<file path="config.mk">
export PLATFORM = sky130hd
export DESIGN_NAME = accontrol
export DESIGN_NICKNAME = d
export VERILOG_FILES = /design/src/rtl/accontrol.sv
export SDC_FILE = /design/constraint.sdc
export NUM_CORES = 1
export LEC_CHECK = 0
export CAP_MARGIN = 20
export CORE_AREA = 2 2 39 41
export CTS_CLUSTER_SIZE = 28
export DETAILED_ROUTE_END_ITERATION = 16
export DIE_AREA = 0 0 41 43
export PLACE_DENSITY_LB_ADDON = 0.15
export SETUP_SLACK_MARGIN = 0.15
export SLEW_MARGIN = 20
export SYNTH_ARGS = -nofsm -noshare
export SYNTH_HDL_FRONTEND = slang
export SYNTH_SLANG_ARGS = --single-unit
</file>
<file path="constraint.sdc">
create_clock -name clk -period 0.8 [get_ports clk]
set_input_delay 0.16 -clock clk [delete_from_list [all_inputs] [get_ports clk]]
set_output_delay 0.16 -clock clk [all_outputs]
set_load 0.02 [all_outputs]
</file>
<file path="src/rtl/accontrol.sv">
// Accumulator write control: registers the AC input-mux select and AC load
// enable from decoded instruction flags, plus a debug flag for illegal combos.
module accontrol (
  input  logic clk,
  input  logic rst_n,
  input  logic jump,
  input  logic jumpC,
  input  logic sin,
  input  logic InA,
  input  logic twone,
  output logic saidaMux,
  output logic saidaAc,
  output logic conflict
);

  logic jmpAny;
  logic muxNxt;
  logic acNxt;
  logic confNxt;

  // Any jump blocks AC writes; sin outranks twone; twone aimed at A skips AC.
  always_comb begin
    jmpAny  = jump | jumpC;
    muxNxt  = sin & ~jmpAny;
    acNxt   = ~jmpAny & (sin | (twone & ~InA));
    confNxt = (jump & jumpC) | (sin & twone) | (sin & InA);
  end

  // Reset wins over any decode so no AC load leaks through a reset edge.
  always_ff @(posedge clk) begin
    if (!rst_n) begin
      saidaMux <= 1'b0;
      saidaAc  <= 1'b0;
      conflict <= 1'b0;
    end else begin
      saidaMux <= muxNxt;
      saidaAc  <= acNxt;
      conflict <= confNxt;
    end
  end

endmodule

</file>
---- After elaboration in Yosys (flattened, before gate mapping) ----
Index checks and enable logic that the tools add are counted.
word-level totals
  bits of input ports ..................... 7
  output and inout port bits .............. 3
  register bits after elaboration ......... 3
cells by class
  bitwise operators ....................... 12
operator list
  operator        count
  AND 1 bit       6
  OR 1 bit        4
  inverter 1 bit  2

---- Longest topological paths before layout ----
  word-level depth ........................ 4
  depth in mapped cells ................... 2
  mapped depth without buffers ............ 2

---- Least setup slack after synthesis ----
OpenSTA, ideal clock, no wires.
  path type ............................... input to register
  start ................................... in twone
  end ..................................... reg saidaAc
  arrival time ............................ 0.448 ns
  required time ........................... 0.684 ns
  setup slack ............................. 0.235 ns
  stages .................................. 2
  cell sequence ........................... nor2b_1 -> o211a_1
on the way
  longest elaborated chain between the ends .. 3
ends and longest elaborated chain
  item                  line  text
  start, declared       10    input logic twone,
  AND 1 bit             25    acNxt = ~jmpAny & (sin | (twone & ~InA));
  OR 1 bit              25
  AND 1 bit             25
  end signal, assigned  37    saidaAc <= acNxt;
  end, declared         12    output logic saidaAc,
No other way between the ends.
A chain may end at the register's enable or synchronous reset.

---- Worst setup path after layout ----
  start ................................... reg conflict
  end ..................................... out conflict
RTL lines
  item                    line  text
  start, declared         13    output logic conflict
  start signal, assigned  38    conflict <= confNxt;
No word-level cell between the ends.

==> out/qor.txt <==
outcome = complete, but fails checks
failing checks = negative setup slack
number of synthesized register bits = 3
crit path max-delay cell type = dfxtp_2
Buf+Inv Stages, Crit Path = 1
post-synthesis sequential area ratio = 0.5854
Final Max Tran Viols = 0
DRC Markers = 0
post-CTS setup buffers = 0
share of the synthesized area in the top cell type = 0.5854
CTS H-Tree Depth = 1
Avg Cell Area, Syn = 10.26 um^2
CP endpoint kind = output port
Pre-antenna DRT Iters = 1
port bufs = 9
Final WS setup = -0.01441 ns
Fmax achieved = 1228 MHz
post-synth cell types = 8
total grt overflow = 0
final period utilization = 1.018
synthesized instance count = 10
fin nets = 31
Synth Warn # = 0
crit path cell chain = buf_6
# IOs = 10
cell accounting for the most synthesized area = dfxtp_1
Hold Crit Class = primary input to flop
P_sw = 0.0001018 W
sequential cell fraction of total power = 0.334
core area = 1384 um^2
Vert. Die Dim = 43 um
initial antenna violation count = 0
ANT nets after route = 0
proportion of layout cells with a drive suffix above 1 = 0.4348
Crit path max-delay family = flip-flops
final setup fails = 3
vias in the first global route = 107
DR vias/cell = 3.026
Clock power frac = 0.543
max-cap violations = 0
GP Congestion = 0.5147
first-pass GRT wire length = 372 um
Starting Density = 0.07414
worst slew pin tran = 0.2242 ns
Synth area leaders = dfxtp_1 (59%), o211a_1 (9.8%), a21boi_1 (7.3%)
sw frac = 0.2111
die area = 1763 um^2
LEAKAGE = 0.1269 nW
clk root buf = clkbuf_4
Final Hold Viols = 0
CTS buffer count = 3
Post-Syn Area = 102.6 um^2
vias = 118
DR iter-0 viols = 0
required time of the worst setup path = 0.64 ns
drt total wl = 263 um
TritonCTS clock tree = built
hold path depth = 2
gr usage total = 0.03707
delay of the slowest cell on the worst path = 0.31 ns
Worst Hold Path EP = saidaAc
Total Neg Setup Slack = -0.04010 ns
RSZ-0062 raised after global routing = yes
Comb pwr share = 0.123
# diodes = 0
Pwr Total = 0.0004822 W
CTS sink cnt = 3
largest net degree at the start of global routing = 4
clock period minus worst slack = 0.8144 ns
clk buf depth = 2
Rows = 14
Slew HR = 0.8489
crit-path max FO = 1
Syn-to-layout area delta = 140.2%
Chip Width = 41 um
# fillers = 157
commonest non-fill, non-tap cell in the layout = dlygate4sd2_1
syn_nets = 17
VDD IR max = 275.4 uV
Worst setup SP type = flop
most frequent cells in the layout = dlygate4sd2_1 (5), clkbuf_4 (3), dfxtp_2 (3), buf_6 (3)
Worst Hold Launch = rst_n
final hold slack = 0.2255 ns
internal power = 0.0003804 W
clock slew at reported path FFs = 0.04 ns
Worst EP arrival = 0.65 ns
P per Cell Area = 1956 nW/um^2
wire length per cell = 6.744 um
worst setup path class = flop to output port
synthesized netlist by cell type:
cell      instances
o211a_1           1
a21boi_1          1
nor2b_1           1
o21ai_0           1
dfxtp_1           3
and3_1            1
nand2_1           1
nor2_1            1
cells by family (layout without fill, tap and decap cells):
family	Yosys count	count (layout)	share of synthesized area
DFF	3	3	0.5854
buffers and inverters	0	13	0
and+or+nand+nor	4	4	0.1951
AOI/OAI and AO/OA	3	3	0.2195
stage by stage:
stage	instance area, um^2	cells	utilization	worst slack (ns)
final	246.5	39	0.1781	-0.01441
after CTS	244.0	39	0.1763	-0.02811
after global routing	246.5	39	0.1781	-0.03067
after floorplan	102.6	10	-	0.2353
after detailed placement	212.7	35	0.1537	-0.2367
after global placement	212.7	35	0.1537	-0.2348
power groups by stage:
stage / logic, W / registers [W] / clock network, W
detailed placement: 0.0000657 / 0.000161 / 0
floorplan: 0.0000101 / 0.000169 / 0
CTS: 0.0000605 / 0.000161 / 0.000280
finish: 0.0000595 / 0.000161 / 0.000262
global route: 0.0000666 / 0.000161 / 0.000281
global placement: 0.0000647 / 0.000160 / 0
state kept, by name (all words and copies together), names as in the netlist:
signal	cells
conflict	1
saidaAc	1
saidaMux	1
per-layer routing:
metal  track usage  up-vias  share of wire
met5             0        -              0
met4       0.06000        0              0
met3       0.01571        0           0.17
met2       0.03438       10           0.41
met1       0.04473       47           0.41
li1              -       61              -
what timing repair did:
| action | CTS | global route |
|---|---|---|
| pin swaps | 2 | 0 |
| hold buffers | 0 | 0 |
| resized for setup | 27 | 1 |
| endpoints found under the setup margin | 6 | 6 |
final cells by class:
cell class,count,area [um^2],share of cell area
Sequential cell,3,63.81,0.2589
Timing Repair Buffer,9,90.09,0.3655
Multi-Input combinational cell,7,46.29,0.1878
Tap cell,16,20.02,0.08122
Clock buffer,4,26.28,0.1066
how the worst max path moves through the flow:
stage          startpoint  cells after the start       end
6_report         conflict                      1  conflict
2_1_floorplan       twone                      2   saidaAc
5_1_grt          conflict                      1  conflict
4_1_cts          conflict                      1  conflict
3_5_place_dp     conflict                      1  conflict
3_3_place_gp      saidaAc                      1   saidaAc
Power figures use the tool's default switching activity.
